--- src/rtl/qei_pkg.sv ---
// Shared constants and transition classification for the quadrature decoder.
// The filtered pair is packed as {A,B}; forward order is 00->01->11->10->00.
package qei_pkg;

    localparam logic [1:0] QEI_X1 = 2'd0;
    localparam logic [1:0] QEI_X2 = 2'd1;
    localparam logic [1:0] QEI_X4 = 2'd2;

    localparam logic DIR_FWD = 1'b1;
    localparam logic DIR_REV = 1'b0;

    typedef enum logic [1:0] {
        TR_NONE,
        TR_FWD,
        TR_REV,
        TR_ILLEGAL
    } qei_trans_e;

    function automatic logic [1:0] qei_fwd_next(input logic [1:0] ab);
        logic [1:0] nxt;
        case (ab)
            2'b00:   nxt = 2'b01;
            2'b01:   nxt = 2'b11;
            2'b11:   nxt = 2'b10;
            default: nxt = 2'b00;
        endcase
        return nxt;
    endfunction

    function automatic qei_trans_e qei_classify(input logic [1:0] prev_ab, input logic [1:0] cur_ab);
        qei_trans_e tr;
        if (cur_ab == prev_ab)
            tr = TR_NONE;
        else if (cur_ab == qei_fwd_next(prev_ab))
            tr = TR_FWD;
        else if (prev_ab == qei_fwd_next(cur_ab))
            tr = TR_REV;
        else
            tr = TR_ILLEGAL;
        return tr;
    endfunction

endpackage

--- src/rtl/qei_sync_filt.sv ---
// Synchroniser chain followed by a run-length filter: the output only takes a level
// after FILT_LEN consecutive identical synchronised samples. valid marks the first acceptance.
module qei_sync_filt #(
    parameter int SYNC_STAGES = 2,
    parameter int FILT_LEN    = 4
) (
    input  logic clk,
    input  logic rst,
    input  logic din,
    output logic dout,
    output logic valid
);

    localparam int RUN_W = $clog2(FILT_LEN + 1);
    localparam logic [RUN_W-1:0] RUN_MAX = RUN_W'(FILT_LEN);

    logic [SYNC_STAGES-1:0] sync_reg;
    logic                   sync_out;
    logic                   cand_reg;
    logic [RUN_W-1:0]       run_reg;
    logic [RUN_W-1:0]       run_next;
    logic                   out_reg;
    logic                   valid_reg;

    assign sync_out = sync_reg[SYNC_STAGES-1];

    // Run length of the current candidate level, including this cycle's sample.
    always_comb begin
        run_next = RUN_W'(1);
        if (sync_out == cand_reg) begin
            if (run_reg == RUN_MAX)
                run_next = RUN_MAX;
            else
                run_next = run_reg + RUN_W'(1);
        end
    end

    always_ff @(posedge clk) begin
        if (rst) begin
            sync_reg  <= '0;
            cand_reg  <= 1'b0;
            run_reg   <= '0;
            out_reg   <= 1'b0;
            valid_reg <= 1'b0;
        end else begin
            sync_reg <= {sync_reg[SYNC_STAGES-2:0], din};
            cand_reg <= sync_out;
            run_reg  <= run_next;
            if (run_next == RUN_MAX) begin
                out_reg   <= sync_out;
                valid_reg <= 1'b1;
            end
        end
    end

    assign dout  = out_reg;
    assign valid = valid_reg;

endmodule

--- src/rtl/qei_core.sv ---
// Quadrature encoder decoder: filtered A/B/index inputs, x1/x2/x4 counting,
// index clear, preset, sticky illegal-transition flag and count snapshot.
module qei_core #(
    parameter int CNT_W       = 16,
    parameter int SYNC_STAGES = 2,
    parameter int FILT_LEN    = 4
) (
    input  logic             clk,
    input  logic             rst,
    input  logic             en,
    input  logic             a_in,
    input  logic             b_in,
    input  logic             idx_in,
    input  logic [1:0]       mode,
    input  logic             idx_clr_en,
    input  logic             cnt_load,
    input  logic [CNT_W-1:0] load_val,
    input  logic             latch_req,
    input  logic             err_clr,
    output logic [CNT_W-1:0] count,
    output logic             dir,
    output logic             step,
    output logic             err,
    output logic [CNT_W-1:0] latch_cnt,
    output logic             latch_valid
);
    import qei_pkg::*;

    logic [2:0] raw_in;
    logic [2:0] filt;
    logic [2:0] filt_valid;

    assign raw_in = {idx_in, b_in, a_in};

    genvar gi;
    generate
        for (gi = 0; gi < 3; gi++) begin : g_in
            qei_sync_filt #(
                .SYNC_STAGES (SYNC_STAGES),
                .FILT_LEN    (FILT_LEN)
            ) u_filt (
                .clk   (clk),
                .rst   (rst),
                .din   (raw_in[gi]),
                .dout  (filt[gi]),
                .valid (filt_valid[gi])
            );
        end
    endgenerate

    logic [1:0]       ab_cur;
    logic [1:0]       prev_ab_reg;
    logic             idx_prev_reg;
    logic             first_reg;
    logic             first_next;
    logic [CNT_W-1:0] count_reg;
    logic [CNT_W-1:0] count_next;
    logic             dir_reg;
    logic             dir_next;
    logic             step_reg;
    logic             step_next;
    logic             err_reg;
    logic             err_next;
    logic [CNT_W-1:0] latch_cnt_reg;
    logic             latch_valid_reg;

    qei_trans_e trans;
    logic       active;
    logic       counted;
    logic       idx_clr;

    assign ab_cur = {filt[0], filt[1]};

    always_comb begin
        trans      = qei_classify(prev_ab_reg, ab_cur);
        // Decoding is live only once both A and B have been qualified after reset.
        active     = en && !first_reg;
        first_next = first_reg && !(filt_valid[0] && filt_valid[1]);
        idx_clr    = en && idx_clr_en && filt_valid[2] && filt[2] && !idx_prev_reg;

        case (mode)
            QEI_X1:  counted = (ab_cur == 2'b11);
            QEI_X2:  counted = (ab_cur == 2'b11) || (ab_cur == 2'b00);
            default: counted = 1'b1;
        endcase

        step_next = active && counted && ((trans == TR_FWD) || (trans == TR_REV));
        dir_next  = dir_reg;
        if (step_next)
            dir_next = (trans == TR_FWD) ? DIR_FWD : DIR_REV;

        // A fresh illegal transition wins over a same-cycle clear.
        err_next = err_reg;
        if (active && (trans == TR_ILLEGAL))
            err_next = 1'b1;
        else if (err_clr)
            err_next = 1'b0;

        count_next = count_reg;
        if (cnt_load)
            count_next = load_val;
        else if (idx_clr)
            count_next = '0;
        else if (step_next)
            count_next = (trans == TR_FWD) ? count_reg + CNT_W'(1) : count_reg - CNT_W'(1);
    end

    always_ff @(posedge clk) begin
        if (rst) begin
            prev_ab_reg     <= 2'b00;
            idx_prev_reg    <= 1'b0;
            first_reg       <= 1'b1;
            count_reg       <= '0;
            dir_reg         <= 1'b0;
            step_reg        <= 1'b0;
            err_reg         <= 1'b0;
            latch_cnt_reg   <= '0;
            latch_valid_reg <= 1'b0;
        end else begin
            // Previous state always follows the filters, so re-enabling never sees a stale pair.
            prev_ab_reg     <= ab_cur;
            idx_prev_reg    <= filt[2];
            first_reg       <= first_next;
            count_reg       <= count_next;
            dir_reg         <= dir_next;
            step_reg        <= step_next;
            err_reg         <= err_next;
            latch_valid_reg <= latch_req;
            if (latch_req)
                latch_cnt_reg <= count_reg;
        end
    end

    assign count       = count_reg;
    assign dir         = dir_reg;
    assign step        = step_reg;
    assign err         = err_reg;
    assign latch_cnt   = latch_cnt_reg;
    assign latch_valid = latch_valid_reg;

endmodule

--- config.mk ---
export PLATFORM = sky130hd
export DESIGN_NAME = qei_core
export DESIGN_NICKNAME = d
export VERILOG_FILES = /design/src/rtl/qei_pkg.sv /design/src/rtl/qei_sync_filt.sv /design/src/rtl/qei_core.sv
export SDC_FILE = /design/constraint.sdc
export NUM_CORES = 1
export LEC_CHECK = 0
export ABC_AREA = 1
export CORE_ASPECT_RATIO = 2
export CORE_UTILIZATION = 35
export CTS_BUF_LIST = sky130_fd_sc_hd__clkbuf_4
export CTS_CLUSTER_SIZE = 28
export DETAILED_ROUTE_END_ITERATION = 10
export GPL_ROUTABILITY_DRIVEN = 0
export PLACE_DENSITY = 0.58
export SLEW_MARGIN = 40
export SYNTH_ARGS = -nofsm -noshare
export SYNTH_HDL_FRONTEND = slang
export SYNTH_SLANG_ARGS = --single-unit
--- constraint.sdc ---
create_clock -name clk -period 3.4 [get_ports clk]
set_clock_uncertainty 0.1 [all_clocks]
set_input_delay 0.34 -clock clk [delete_from_list [all_inputs] [get_ports clk]]
set_output_delay 0.34 -clock clk [all_outputs]
set_load 0.1 [all_outputs]
# == Yosys cells after proc, flatten, opt, wreduce, memory -nomap -nowiden ==
# Cells that the tools add are included.
# op_classes
addsub,5
n_reduce_logical,20
eq_ne,20
n_mux,22
# ops
operator,count
$mux W16,4
$eq A3 B3 Y1 const B,6
$mux W3,6
$add A16 B1 Y16 const B,1
$sub A16 B1 Y16 const B,1
$pmux W2 S3,2
$logic_and A1 B1 Y1,10
$mux W2,5
$add A3 B1 Y3 const B,3
$eq A2 B1 Y1 const B,4
$eq A2 B2 Y1 const B,4
$eq A2 B2 Y1,3
$logic_not A2 Y1,3
$mux W1,4
$eq A1 B1 Y1,3
$logic_not A1 Y1,3
$reduce_bool A3 Y1,1
$logic_or A1 B1 Y1,2
$pmux W1 S2,1
$reduce_bool A2 Y1,1
# word_totals
elab_cells,91
ff_bits,64

# == Depth between registers and ports, before layout ==
# logic_depth
depth_word,16
ltp_mapped,18
ltp_nobuf,18

# == Cells and area by module ==
# From an unflattened synthesis, not the netlist that was laid out.
# unflattened
hier_cells,558
hier_area_um2,3716.1
# modules_own_cells
module,area_per_inst_um2,cells_per_inst,seq_area_each_um2,n_inst
qei_core,2638.8,417,800.8,1
qei_sync_filt,359.1,47,160.2,3

# == Worst setup path after synthesis ==
# Ideal clock, no wire load.
# synth_path
path_type,reg-to-reg
start,register g_in[0].u_filt.out_reg
end,"register count_reg[7], in the netlist count[7]"
stages_incl_launch_ff,15
arrival_time_ns,2.645
period_less_slack_ns,2.866
n_path_buf,0
t_required_ns,3.179
setup_slack_ns,0.534
path_cell_list,dfxtp_1 -> inv_1 -> nor2_1 -> nor4b_1 -> o21bai_1 -> inv_1 -> ha_1 -> inv_1 -> ha_1 -> or2_4 -> nand3_1 -> nand2_1 -> or2_1 -> nand3_1 -> a21oi_2
# synth_via
elab_chain_cells,13
# synth_lines
item,line,text
start: declaration,qei_sync_filt.sv:22,logic out_reg;
start signal: assignment,qei_sync_filt.sv:50,out_reg <= sync_out;
$eq A2 B2 Y1 (tied with other cells),"qei_pkg.sv:21, qei_core.sv:82, qei_core.sv:83",
$pmux W2 S3,qei_pkg.sv:21,case (ab)
$mux W2,qei_pkg.sv:34,else if (cur_ab == qei_fwd_next(prev_ab))
$mux W2,qei_pkg.sv:32,if (cur_ab == prev_ab)
$eq A2 B2 Y1,qei_pkg.sv:36,else if (prev_ab == qei_fwd_next(cur_ab))
$mux W1,qei_pkg.sv:36,
$mux W2,qei_pkg.sv:34,
$mux W2,qei_pkg.sv:32,
$eq A2 B1 Y1,"qei_core.sv:87, qei_core.sv:105",
$mux W16,qei_core.sv:105,count_next = (trans == TR_FWD) ? count_reg + CNT_W'(1) : count_reg - CNT_W'(1);
$mux W16,qei_core.sv:104,else if (step_next)
$mux W16,qei_core.sv:102,else if (idx_clr)
$mux W16,qei_core.sv:100,if (cnt_load)
end signal: assignment,qei_core.sv:124,count_reg <= count_next;
end: declaration,qei_core.sv:56,logic [CNT_W-1:0] count_reg;
# Parallel ways exist; a longest one is shown, timed or not. The select of a mux whose other input is x is not followed.
# A chain may end at the register's enable or synchronous reset.

# == Final worst setup path ==
# layout_path
start,register g_in[0].u_filt.out_reg
end,"register count_reg[8], in the netlist count[8]"
# The elaborated chain is that of the path after synthesis.

==> results.txt <==
Status: finished clean
Overall Power: 2.33 mW
Reg2Reg Setup Slack: 0.24 ns
Inserted Clock Buffers: 9
Final core utilization: 0.445
Amount of wire on met2 after detailed routing: 5390 um
Number of library cell types mapped by synthesis: 36
Clock slew seen by the registers of the worst setup and hold paths: 0.10 ns
Crit path time final: 3.16 ns
Area of the core: 9830 um^2
Max Fclk: 0.316 GHz
Number of stages on the worst hold path: 2
Total internal power: 1.38 mW
Worst-case hold path end point: g_in[1].u_filt.sync_reg[1]
Number of cells produced by synthesis: 508
Horizontal die dimension: 73.3 um
Wire length on met3: 314 um
PortBufs: 63
Final Cycle Share: 0.929
Largest net degree at the start of global routing: 30
Share of power burned in combinational logic: 0.379
Antenna violations before repair: 1
Post-synth top flop: sky130_fd_sc_hd__dfxtp_1
Maximum resistive drop on vdd: 0.198 mV
Tot GR Track Use: 0.192
Worst hold-check path type: register to register
Final #Nets: 634
Req. time, crit path: 3.65 ns
Maximum capacitance violations: 0
Area of the mapped netlist: 3560 um^2
Final std cells w/o fill: 716
Number of placement rows: 51
Final routed wire length divided by cell count: 13.3 um
Largest buffer count on any clock path: 2
Aggregate global routing overflow: 0
End of the worst register-to-register path: count[8]
Mean Syn Cell Area: 7.00 um^2
Fraction of final layout cells sized beyond drive strength 1: 0.141
DR DRC count: 0
H-tree depth: 3
Final instance area: 4370 um^2
Routed metal-1 wire length: 3590 um
Final Hold Viols: 0
Sequential area share after synthesis: 0.360
Total vias in the final route: 3369
R2r worst-path depth: 18
Total power divided by cell area: 532 nW/um^2
Sum of net half-perimeters after detailed placement: 7380 um
Via-to-Cell Ratio: 4.71
Largest fanout on the critical path: 9
Remaining max-slew budget at the tightest pin: 0.468
Wire length of the first global-routing pass: 15200 um
Seq cells post-synth: 64
DRT antenna net count: 0
Clk_lat worst skew: 0.42 ns
Placed cells: 698
Yosys top cell by area: sky130_fd_sc_hd__dfxtp_1
Startpoint of the tightest hold check path: g_in[1].u_filt.sync_reg[0]
Clock sink total: 64
Sw Pwr: 945 uW
Area grow syn2layout: 22.9%
Number of max-slew violations in the final report: 0
Static power due to leakage: 2.23 nW
First drt pass iteration count: 5
Reg2reg start: g_in[0].u_filt.dout
Total wire length: 9520 um
Synthesis warning total: 0
Worst Hold Margin: 0.305 ns
Async set-reset flop share out of synthesis: 0
Mapped Nets: 564
Type of destination of the critical path: register
EDFF count, synth: 0
Crit path DAT: 3.41 ns
Instance area at placement: 4170 um^2
CTS root buf: sky130_fd_sc_hd__clkbuf_4
Final setup violating endpoints: 0
Via count of the first global-routing pass: 3236
Die extent in y: 145 um
Cts-stage hold buffer count: 0
Effective utilization at floorplan: 0.362
Clock share of power: 0.257
Starting DRC count in detailed routing: 138
Worst Max-Slew Pin Slew: 0.793 ns
Fraction of power spent switching nets: 0.406
Worst setup path class: register to register
Leading post-synthesis cells by cell area: sky130_fd_sc_hd__dfxtp_1, sky130_fd_sc_hd__nand2_1, sky130_fd_sc_hd__ha_1
Highest metal layer used by the detailed router: met4
Crit start category: register
TritonCTS clock tree: yes
Num ports: 64
Die ar.: 10600 um^2
Proportion of netlist area held by the largest area contributor: 0.360
Share of power burned in registers: 0.364
[per-layer routing]
layer  global-route usage  vias up
met4               0.0860        0
li1                     -     1765
met2                0.365       62
met1                0.197     1528
met5                    0        -
met3               0.0355       14
[cells in the final DEF, fill, tap and decap left out, drive strengths merged]
cell type and count:
nor2 83, or2 5, diode 1, a21oi 33, nand3 22, o21bai 1, nand3b 6, a22oi 10
nand4 2, dfxtp 64, nor3 8, ha 27, fa 1, nor4b 1, xor2 3, buf 46
clkdlybuf4s50 27, clkinvlp 1, o21ai 47, inv 75, clkinv 4, clkbuf 12, xnor2 6, nand2 97
bufinv 2
[per-stage QoR]
| stage | setup TNS [ns] | worst slack (ns) |
|---|---|---|
| 2_1_floorplan | 0 | 0.534 |
| 3_3_place_gp | 0 | 0.256 |
| 3_5_place_dp | 0 | 0.154 |
| 4_1_cts | 0 | 0.132 |
| 5_1_grt | -0.000423 | -0.000423 |
| 6_report | 0 | 0.240 |
[logic make-up (layout without fill, tap and decap cells)]
group                      Yosys count  in the layout  synth area share
AOI/OAI and AO/OA                   91             91             0.137
xor gates and xnor gates             9              9            0.0264
adders and majority gates           28             28             0.101
buffers and inverters               92            167             0.102
DFF                                 64             64             0.360
other                                0              1                 0
and+or+nand+nor                    224            224             0.274
[how the worst max path moves through the flow]
stage | from | endpoint | slack, ns
final | g_in[0].u_filt.dout | count[8] | 0.24
after global routing | g_in[0].u_filt.dout | count[14] | -0.0004
after CTS | g_in[0].u_filt.dout | count[8] | 0.13
after detailed placement | g_in[0].u_filt.dout | count[8] | 0.15
after global placement | g_in[1].u_filt.dout | count[12] | 0.26
after floorplan | g_in[0].u_filt.dout | count[7] | 0.53
[repair_timing]
item | in CTS | in global routing
buffers inserted | 0 | 1
resized for setup | 0 | 6
setup endpoints to repair | 0 | 11
[synth_stat cells (2+ instances only)]
master and number:
sky130_fd_sc_hd__or2_2 3, sky130_fd_sc_hd__nor3_2 2, sky130_fd_sc_hd__a21oi_1 32, sky130_fd_sc_hd__nor3_1 5, sky130_fd_sc_hd__ha_1 27, sky130_fd_sc_hd__xnor2_1 4
sky130_fd_sc_hd__buf_2 7, sky130_fd_sc_hd__a22oi_1 10, sky130_fd_sc_hd__dfxtp_1 64, sky130_fd_sc_hd__nand3b_1 6, sky130_fd_sc_hd__o21ai_0 34, sky130_fd_sc_hd__clkbuf_1 3
sky130_fd_sc_hd__inv_1 77, sky130_fd_sc_hd__nor2_1 82, sky130_fd_sc_hd__xor2_1 3, sky130_fd_sc_hd__nand2_1 95, sky130_fd_sc_hd__nand3_1 21, sky130_fd_sc_hd__o21ai_1 13
sky130_fd_sc_hd__xnor2_2 2, sky130_fd_sc_hd__buf_1 2
[critical path, cell delays in order, from the launching register on]
cell and delay [ns]:
sky130_fd_sc_hd__dfxtp_2 0.37, sky130_fd_sc_hd__inv_1 0.10, sky130_fd_sc_hd__ha_1 0.22, sky130_fd_sc_hd__nor2_1 0.14
sky130_fd_sc_hd__xor2_1 0.17, sky130_fd_sc_hd__o21bai_1 0.08, sky130_fd_sc_hd__inv_1 0.08, sky130_fd_sc_hd__ha_2 0.23
sky130_fd_sc_hd__clkinvlp_4 0.15, sky130_fd_sc_hd__buf_12 0.17, sky130_fd_sc_hd__fa_1 0.43, sky130_fd_sc_hd__nand2_1 0.10
sky130_fd_sc_hd__inv_1 0.05, sky130_fd_sc_hd__nand2_1 0.05, sky130_fd_sc_hd__nand2_1 0.18, sky130_fd_sc_hd__a21oi_2 0.19
sky130_fd_sc_hd__xnor2_1 0.12, sky130_fd_sc_hd__nand2_1 0.07, sky130_fd_sc_hd__a21oi_1 0.11
[power groups by stage]
stage / clock, mW / sequential (mW) / combinational (mW)
4_1_cts: 0.618 / 0.848 / 0.874
3_3_place_gp: 0 / 0.865 / 0.894
6_report: 0.598 / 0.847 / 0.881
5_1_grt: 0.654 / 0.855 / 0.981
3_5_place_dp: 0 / 0.866 / 0.871
2_1_floorplan: 0 / 1.09 / 0.445
[area by class of cell]
type	count	area, um^2
fillers	1066	5460
inverters	78	297
multi-input cells	352	1930
flip-flops and latches	64	1280
clock buffers	12	90.1
clock inverters	4	68.8
repair buffers	73	538
diodes	1	2.50
well taps	132	165
(Power assumes the default switching activity.)
